==> src/rtl/calc_alu_sequencer_pkg.sv <==
// Shared definitions for the calculator op sequencer: op codes and FSM states.
package calc_alu_sequencer_pkg;

   typedef enum logic [1:0] {
      OP_ADD = 2'b00,
      OP_SUB = 2'b01,
      OP_MUL = 2'b10,
      OP_DIV = 2'b11
   } op_e;

   typedef enum logic [2:0] {
      S_IDLE,
      S_EXEC_AS,
      S_EXEC_MUL,
      S_EXEC_DIV,
      S_DONE
   } state_e;

endpackage

==> src/rtl/calc_alu_sequencer_addsub_unit.sv <==
// Combinational W-bit adder/subtractor shared by every calculator op.
module calc_addsub_unit #(
   parameter int W = 5
) (
   input  logic [W-1:0] x,
   input  logic [W-1:0] y,
   input  logic         sub,
   output logic [W-1:0] s,
   output logic         co
);

   always_comb begin
      {co, s} = {1'b0, x} + {1'b0, y ^ {W{sub}}} + {{W{1'b0}}, sub};
   end

endmodule

==> src/rtl/calc_alu_sequencer.sv <==
// Calculator op controller: one request at a time, all arithmetic time-shared
// through a single add/subtract unit (ADD/SUB one pass, MUL/DIV WIDTH passes).
module calc_alu_sequencer
   import calc_alu_sequencer_pkg::*;
#(
   parameter int WIDTH = 4
) (
   input  logic                 clk,
   input  logic                 rst,
   input  logic                 in_valid,
   output logic                 in_ready,
   input  logic [1:0]           op,
   input  logic [WIDTH-1:0]     a,
   input  logic [WIDTH-1:0]     b,
   output logic                 out_valid,
   input  logic                 out_ready,
   output logic [2*WIDTH-1:0]   result,
   output logic                 cout,
   output logic                 err,
   output logic                 busy
);

   localparam int RES_W = 2 * WIDTH;
   localparam int CNT_W = $clog2(WIDTH + 1);

   state_e             state, state_nxt;
   op_e                op_r;
   logic [WIDTH-1:0]   a_r, b_r;
   logic [WIDTH-1:0]   acc, quo;
   logic [WIDTH-1:0]   acc_nxt, quo_nxt;
   logic [CNT_W-1:0]   cnt;
   logic [WIDTH:0]     rem_sh;
   logic               accept, last;

   logic [WIDTH:0]     au_x, au_y, au_s;
   logic               au_sub, au_co;

   calc_addsub_unit #(.W(WIDTH + 1)) u_addsub (
      .x   (au_x),
      .y   (au_y),
      .sub (au_sub),
      .s   (au_s),
      .co  (au_co)
   );

   always_ff @(posedge clk) begin
      if (rst) state <= S_IDLE;
      else     state <= state_nxt;
   end

   // acc/quo double as {P_hi, P_lo} for MUL and {remainder, quotient} for DIV.
   always_comb begin
      state_nxt = state;
      in_ready  = 1'b0;
      out_valid = 1'b0;
      busy      = 1'b0;
      accept    = 1'b0;
      au_x      = '0;
      au_y      = '0;
      au_sub    = 1'b0;
      acc_nxt   = acc;
      quo_nxt   = quo;
      rem_sh    = {acc, quo[WIDTH-1]};
      last      = (cnt == CNT_W'(WIDTH - 1));
      case (state)
         S_IDLE: begin
            in_ready = 1'b1;
            if (in_valid) begin
               accept = 1'b1;
               case (op_e'(op))
                  OP_ADD, OP_SUB: state_nxt = S_EXEC_AS;
                  OP_MUL:         state_nxt = S_EXEC_MUL;
                  default:        state_nxt = (b == '0) ? S_DONE : S_EXEC_DIV;
               endcase
            end
         end
         S_EXEC_AS: begin
            busy      = 1'b1;
            au_x      = {1'b0, a_r};
            au_y      = {1'b0, b_r};
            au_sub    = (op_r == OP_SUB);
            state_nxt = S_DONE;
         end
         S_EXEC_MUL: begin
            busy    = 1'b1;
            au_x    = {1'b0, acc};
            au_y    = quo[0] ? {1'b0, a_r} : '0;
            acc_nxt = au_s[WIDTH:1];
            quo_nxt = {au_s[0], quo[WIDTH-1:1]};
            if (last) state_nxt = S_DONE;
         end
         S_EXEC_DIV: begin
            busy   = 1'b1;
            au_x   = rem_sh;
            au_y   = {1'b0, b_r};
            au_sub = 1'b1;
            if (au_co) begin
               acc_nxt = au_s[WIDTH-1:0];
               quo_nxt = {quo[WIDTH-2:0], 1'b1};
            end else begin
               acc_nxt = rem_sh[WIDTH-1:0];
               quo_nxt = {quo[WIDTH-2:0], 1'b0};
            end
            if (last) state_nxt = S_DONE;
         end
         S_DONE: begin
            out_valid = 1'b1;
            if (out_ready) state_nxt = S_IDLE;
         end
         default: state_nxt = S_IDLE;
      endcase
   end

   always_ff @(posedge clk) begin
      if (rst) begin
         op_r   <= OP_ADD;
         a_r    <= '0;
         b_r    <= '0;
         acc    <= '0;
         quo    <= '0;
         cnt    <= '0;
         result <= '0;
         cout   <= 1'b0;
         err    <= 1'b0;
      end else begin
         case (state)
            S_IDLE: begin
               if (accept) begin
                  op_r <= op_e'(op);
                  a_r  <= a;
                  b_r  <= b;
                  acc  <= '0;
                  quo  <= (op_e'(op) == OP_DIV) ? a : b;
                  cnt  <= '0;
                  if (op_e'(op) == OP_DIV && b == '0) begin
                     result <= '1;
                     cout   <= 1'b0;
                     err    <= 1'b1;
                  end
               end
            end
            S_EXEC_AS: begin
               err <= 1'b0;
               if (op_r == OP_SUB) begin
                  result <= {{(WIDTH - 1){au_s[WIDTH]}}, au_s};
                  cout   <= au_co;
               end else begin
                  result <= RES_W'(au_s);
                  cout   <= au_s[WIDTH];
               end
            end
            S_EXEC_MUL, S_EXEC_DIV: begin
               acc <= acc_nxt;
               quo <= quo_nxt;
               cnt <= cnt + 1'b1;
               if (last) begin
                  result <= {acc_nxt, quo_nxt};
                  cout   <= 1'b0;
                  err    <= 1'b0;
               end
            end
            default: ;
         endcase
      end
   end

endmodule

==> config.mk <==
export PLATFORM = sky130hd
export DESIGN_NAME = calc_alu_sequencer
export DESIGN_NICKNAME = d
export VERILOG_FILES = /design/src/rtl/calc_alu_sequencer_pkg.sv /design/src/rtl/calc_alu_sequencer_addsub_unit.sv /design/src/rtl/calc_alu_sequencer.sv
export SDC_FILE = /design/constraint.sdc
export NUM_CORES = 1
export LEC_CHECK = 0
export ABC_AREA = 1
export CAP_MARGIN = 20
export CORE_ASPECT_RATIO = 0.9
export CORE_MARGIN = 3
export CORE_UTILIZATION = 56
export DETAILED_ROUTE_END_ITERATION = 8
export PLACE_DENSITY = 0.91
export SYNTH_ARGS = -nofsm -noshare
export SYNTH_HDL_FRONTEND = slang
export SYNTH_HIERARCHICAL = 1
export SYNTH_SLANG_ARGS = --single-unit
==> constraint.sdc <==
create_clock -name clk -period 4.1 [get_ports clk]
set_clock_uncertainty 0.15 [all_clocks]
set_input_delay 0.82 -clock clk [delete_from_list [all_inputs] [get_ports clk]]
set_output_delay 0.82 -clock clk [all_outputs]
set_load 0.02 [all_outputs]
# [Yosys cells after proc, flatten, opt, wreduce, memory -nomap -nowiden]
# Cells that the tools add are included.
# W data, S select, Z words.
[op_classes] add_sub_neg=3 n_eq_ne=14 mux=39 bitwise_logic=1 n_reduce_logical=14
[op_table] cell="$pmux W4 S2" count=5
[op_table] cell="$mux W8" count=4
[op_table] cell="$pmux W8 S3" count=1
[op_table] cell="$mux W4" count=5
[op_table] cell="$mux W3" count=5
[op_table] cell="$pmux W5 S3" count=1
[op_table] cell="$mux W1" count=12
[op_table] cell="$pmux W3 S2" count=2
[op_table] cell="$pmux W3 S4" count=1
[op_table] cell="$eq A3 B2 Y1 const B" count=3
[op_table] cell="$ne A2 B2 Y1 const B" count=4
[op_table] cell="$add A5 B5 Y6" count=1
[op_table] cell="$add A6 B1 Y6" count=1
[op_table] cell="$pmux W1 S3" count=2
[op_table] cell="$reduce_or A2 Y1" count=3
[op_table] cell="$xor A4 B5 Y5" count=1
[op_table] cell="$eq A2 B1 Y1 const B" count=2
[op_table] cell="$eq A2 B2 Y1 const B" count=2
[op_table] cell="$logic_not A4 Y1" count=1
[op_table] cell="$reduce_and A2 Y1" count=2
[op_table] cell="$reduce_and A4 Y1" count=1
[op_table] cell="$add A3 B1 Y3 const B" count=1
[op_table] cell="$eq A3 B1 Y1 const B" count=1
[op_table] cell="$eq A3 B3 Y1 const B" count=1
[op_table] cell="9 further kinds" count=9
[totals] reg_bits=34 input_bits=14 out_inout_bits=13 elab_cells=81

# [Logic depth before layout (Yosys ltp)]
[depth] ltp_word=10 mapped_depth=23

# [Modules after synthesis]
# Netlist, hierarchy kept.
[by_module_without_submodules] module="calc_alu_sequencer" n_inst=1 cells_each=304 area_per_inst_um2=1945.6 seq_area_each_um2=680.7
[by_module_without_submodules] module="calc_addsub_unit" n_inst=1 cells_each=44 area_per_inst_um2=309.0 seq_area_each_um2=0.0

# [Worst setup path before layout]
# No wires, ideal clock.
[synth_timing] path_type="register to register" from="register state[2]" to="register result[5]" setup_time_ns=0.113 t_arrival_ns=2.623 setup_slack_ns=1.214 path_stages_with_launch=20 path_buffers=1 period_less_slack_ns=2.886 path_cell_list="dfxtp_1 > buf_4 > inv_4 > nand3_1 > o32ai_1 > inv_2 > nand2_4 > nand2_1 > fa_1 > nand3b_1 > nand3_1 > nand2_1 > inv_1 > nand3_1 > nand2_1 > inv_1 > nand2_1 > nand2_1 > nor2_1 > nor2_1"
[synth_between] elab_cells_between_ends=23 classes_between="2 x add/sub; 6 x eq/ne; 9 x mux; 1 x bitwise; 5 x reduce/logical"
[synth_rtl] item="from (decl)" line_no="calc_alu_sequencer.sv:26" source="state_e state, state_nxt;"
[synth_rtl] item="from (signal assigned)" line_no="calc_alu_sequencer.sv:48" source="else state <= state_nxt;"
[synth_rtl] item="$eq A3 B2 Y1 or $eq A3 B1 Y1 (tied branches)" line_no="calc_alu_sequencer.sv:65" source="case (state)"
[synth_rtl] item="$reduce_or A2 Y1 (no source line)"
[synth_rtl] item="$pmux W4 S2 (*)" line_no="calc_alu_sequencer.sv:65"
[synth_rtl] item="via au_y[0]" line_no="calc_alu_sequencer.sv:35" source="logic [WIDTH:0] au_x, au_y, au_s;"
[synth_rtl] item="$xor A4 B5 Y5 (*)" line_no="calc_alu_sequencer_addsub_unit.sv:13" source="{co, s} = {1'b0, x} + {1'b0, y ^ {W{sub}}} + {{W{1'b0}}, sub};"
[synth_rtl] item="$add A5 B5 Y6 (*)" line_no="calc_alu_sequencer_addsub_unit.sv:13"
[synth_rtl] item="$add A6 B1 Y6 (*)" line_no="calc_alu_sequencer_addsub_unit.sv:13"
[synth_rtl] item="via au_s[4]" line_no="calc_alu_sequencer.sv:35"
[synth_rtl] item="$mux W8 (*)" line_no="calc_alu_sequencer.sv:144" source="if (op_r == OP_SUB) begin"
[synth_rtl] item="$pmux W8 S3 (*)" line_no="calc_alu_sequencer.sv:126" source="case (state)"
[synth_rtl] item="to (signal assigned)" line_no="calc_alu_sequencer.sv:145" source="result <= {{(WIDTH - 1){au_s[WIDTH]}}, au_s};"
[synth_rtl] item="to (signal assigned)" line_no="calc_alu_sequencer.sv:148" source="result <= RES_W'(au_s);"
[synth_rtl] item="to (signal assigned)" line_no="calc_alu_sequencer.sv:157" source="result <= {acc_nxt, quo_nxt};"
[synth_rtl] item="to (decl)" line_no="calc_alu_sequencer.sv:17" source="output logic [2*WIDTH-1:0] result,"
# The timed path passes the listed nets; every way through them passes the cells marked *. The select of a mux whose other input is x is not followed.
# A chain may end at the register's enable or synchronous reset.

# [Worst setup path after layout]
[layout_timing] from="register state[2]" to="register result[7]"
[layout_between] elab_cells_between_ends=23 classes_between="2 x add/sub; 6 x eq/ne; 9 x mux; 1 x bitwise; 5 x reduce/logical"
[layout_rtl] item="$eq A3 B2 Y1 or $eq A3 B1 Y1 (tied branches)" line_no="calc_alu_sequencer.sv:65"
[layout_rtl] item="$reduce_or A2 Y1 (no source line)"
[layout_rtl] item="$pmux W4 S2 (*)" line_no="calc_alu_sequencer.sv:65"
[layout_rtl] item="via au_y[0]" line_no="calc_alu_sequencer.sv:35"
[layout_rtl] item="$xor A4 B5 Y5 (*)" line_no="calc_alu_sequencer_addsub_unit.sv:13"
[layout_rtl] item="$add A5 B5 Y6 (*)" line_no="calc_alu_sequencer_addsub_unit.sv:13"
[layout_rtl] item="$add A6 B1 Y6 (*)" line_no="calc_alu_sequencer_addsub_unit.sv:13"
[layout_rtl] item="via au_s[4]" line_no="calc_alu_sequencer.sv:35"
[layout_rtl] item="$pmux W4 S2" line_no="calc_alu_sequencer.sv:65"
[layout_rtl] item="$mux W8" line_no="calc_alu_sequencer.sv:156" source="if (last) begin"
[layout_rtl] item="$pmux W8 S3 (*)" line_no="calc_alu_sequencer.sv:126"
# Marks and branches as above.

==> metrics <==
count of yosys warnings during synthesis 6; critical path endpoint category register; clock buffer depth 2; EDFF count, synth 0; status finished, final reports clean; iteration count of the initial detailed-routing pass 5; nets 394; syn nets 370; Hold Crit Class reg -> reg; FFs w/ async S/R, synth 0; share of Yosys cell area claimed by the top area cell type 0.3019; count of port buffers added during placement 26; data required time at the worst endpoint 4140 ps; Hold Violations, Final 0; CP dominant cell by count nand2_1; Post-CTS Resized 0; most instantiated flip-flop cell in the synthesis netlist dfxtp_1; drt total wl 5386 um; via count of the first global-routing pass 2,043; count of hold-fix buffers inserted at cts 0; count of pins on the block boundary 27; number of violations of the max-capacitance limit 0; Initial Util 0.5959; Tightest Pin Transition 714.6 ps; post-synthesis average cell area 6.479 um^2; family of cells with the greatest summed delay on the critical path simple AND/OR/NAND/NOR gates; Crit path buffers/inverters 4; end-of-flow core utilization 0.6842; Yosys cell types 33; Max IR drop VDD 0.0004649 V; total die area 4825 um^2; WP data arrival 3420 ps; normalized max-slew margin 0.5231; dominant cell by count in the synthesized netlist nand2_1; TritonCTS Sinks 34; post-CTS repair timing setup buffer count 0; die outline width 72.89 um; net switching fraction of the power 0.4735; clock latency of the later-clocked register in the worst-skew pair 290 ps; CTS tree yes; clock root buffer master clkbuf_8; pin count of the biggest net entering global routing 27; total via count after detailed routing 2,253; RSZ-0062 raised after global routing false; timing-limited maximum frequency 296.0 MHz; via-per-instance ratio 5.377; clock-pin slew of the registers on the worst-case setup and hold paths 70 ps; ranking of synthesized cells by instance count nand2_1, inv_1, nor2_1, dfxtp_1; first-pass GRT wire length 9121 um; critical path start-end classification reg -> reg; RD Place Congestion 0.9523; diodes inserted 0; count of routing violations after the opening detailed-route iteration 186; net switching power figure 829.5 uW; number of fill cells in the layout 334; share of the yosys chip area belonging to registers 0.3019; number of CTS-inserted buffers 5; DP Wirelength 4037 um; Worst Path Max Fanout 10; vertical die dimension 66.20 um; H-Tree Depth 2; gr ovfl total 0; kind of start point of the critical path register; CP max-delay cell o32ai_1; area growth from synthesis to layout 14.82%; Synth Instances 348; cell area after synthesis 2255 um^2; count of nets left with antenna violations after detail routing 0; chain of cells forming the critical path inv_4 -> nand3_1 -> o32ai_1 -> inv_2 -> nand2_4 -> nand2_1 -> fa_1 -> nand3b_1 -> nand3_1 -> nand2_1 -> inv_1 -> nand3_1 -> nand2_1 -> inv_1 -> nand2_1 -> nand2_1 -> nor2_1 -> nor2_1; Period minus WS final 3378 ps; Combinational Power Share 0.553; proportion of power drawn by flip-flops and latches 0.301; Tot GR Track Use 0.2428; per-cell routed wire length 12.85 um; top area cells in the synthesized netlist dfxtp_1, nand2_1, inv_1; remaining routing DRC violations 0; Placeable Area 3784 um^2; count of final max-slew check failures 0; Static Leak 1.257 nW; internal power component 922.4 uW; power per cell area 676.7 nW/um^2; fraction of layout cells with a size suffix above 1 0.09383; top cell type by total area after synthesis dfxtp_1; clock share of power 0.146; Crit path largest cell delay 560 ps; count of state elements after synthesis 34; period utilization 0.8240; Fin Setup TNS 0 ps; initial antenna violation count 0; final count of negative-setup-slack endpoints 0; Rows 21
## routing by layer
metal / track usage / routed length [um] / vias up / part of all wire
met3: 0.05471 / 346 / 9 / 0.064
met2: 0.3818 / 2526 / 97 / 0.47
li1: - / - / 1147 / -
met5: 0 / 0 / - / 0
met1: 0.3274 / 2416 / 1000 / 0.45
met4: 0.08065 / 97 / 0 / 0.018
## registers in the layout, summed over array words and instances (netlist names)
register	count
result	8
a_r	4
acc	4
b_r	4
quo	4
cnt	3
state	3
op_r	2
cout	1
err	1
## area by class of cell
type | instances | area [um^2] | share of cell area
Multi-Input combinational cell | 247 | 1272 | 0.4915
Inverter | 57 | 219.0 | 0.08458
Clock inverter | 1 | 5.005 | 0.001933
Tap cell | 46 | 57.56 | 0.02223
Sequential cell | 34 | 680.7 | 0.2629
Timing Repair Buffer | 27 | 267.8 | 0.1034
Clock buffer | 7 | 86.33 | 0.03335
## kinds of logic (layout without fill, tap and decap cells)
family                     count (synthesis)  in the layout  share of synthesized area
AOI/OAI and AO/OA                         52             52                     0.1265
xor gates and xnor gates                   5              5                    0.02276
adders and majority gates                  8              8                    0.04772
buffers and inverters                     67             92                     0.1337
DFF                                       34             34                     0.3019
other                                      1              1                   0.001663
and+or+nand+nor                          181            181                     0.3657
## cell usage in the layout (no fill, tap or decap)
cell and instances:
a21oi_1 24, a22oi_1 4, buf_4 1, clkbuf_1 1, clkbuf_8 6, clkdlybuf4s50_1 26
clkinv_1 1, clkinv_2 1, conb_1 1, dfxtp_1 34, fa_1 1, ha_1 7
inv_1 47, inv_2 7, inv_4 2, nand2_1 97, nand2_2 6, nand2_4 4
nand3_1 24, nand3_2 2, nand3_4 1, nand3b_1 1, nand4_1 4, nor2_1 37
nor2_2 1, nor2_4 1, nor2_8 1, nor3_1 1, o21ai_0 20, o32ai_1 4
or2_2 1, xnor2_1 1, xnor2_2 1, xor2_1 3
## power by group through the flow
stage	Clock, mW	Combinational (mW)	Sequential, mW
floorplan	0	0.701	0.544
global placement	0	0.931	0.525
detailed placement	0	0.948	0.531
CTS	0.256	0.957	0.523
global route	0.270	1.08	0.538
finish	0.256	0.969	0.527
## stage by stage
step	power (mW)	hold slack (ps)	instance area [um^2]	cells	setup slack [ps]
after floorplan	1.246	279.6	2255	348	1214
after global placement	1.456	299.4	2497	411	979.2
after detailed placement	1.479	308.0	2497	411	782.5
final	1.752	324.1	2589	419	721.7
after global routing	1.884	342.1	2589	419	478.2
after CTS	1.736	322.3	2589	419	773.8
## path summary, 6_finish.rpt
kind	start	end	slack, ps	cells past startpoint
worst max-delay path	state[2]	result[7]	720	18
worst min-delay path	b_r[2]	b_r[2]	320	2
worst max register to register	state[2]	result[7]	720	18
worst min register to register	b_r[2]	b_r[2]	320	2
## worst min-delay path: cells and delay by family (launching register included)
kind            cells  cell delay (ps)
flops               1              300
buf+inv             1               70
compound gates      1               60
Power figures use the tool's default switching activity.
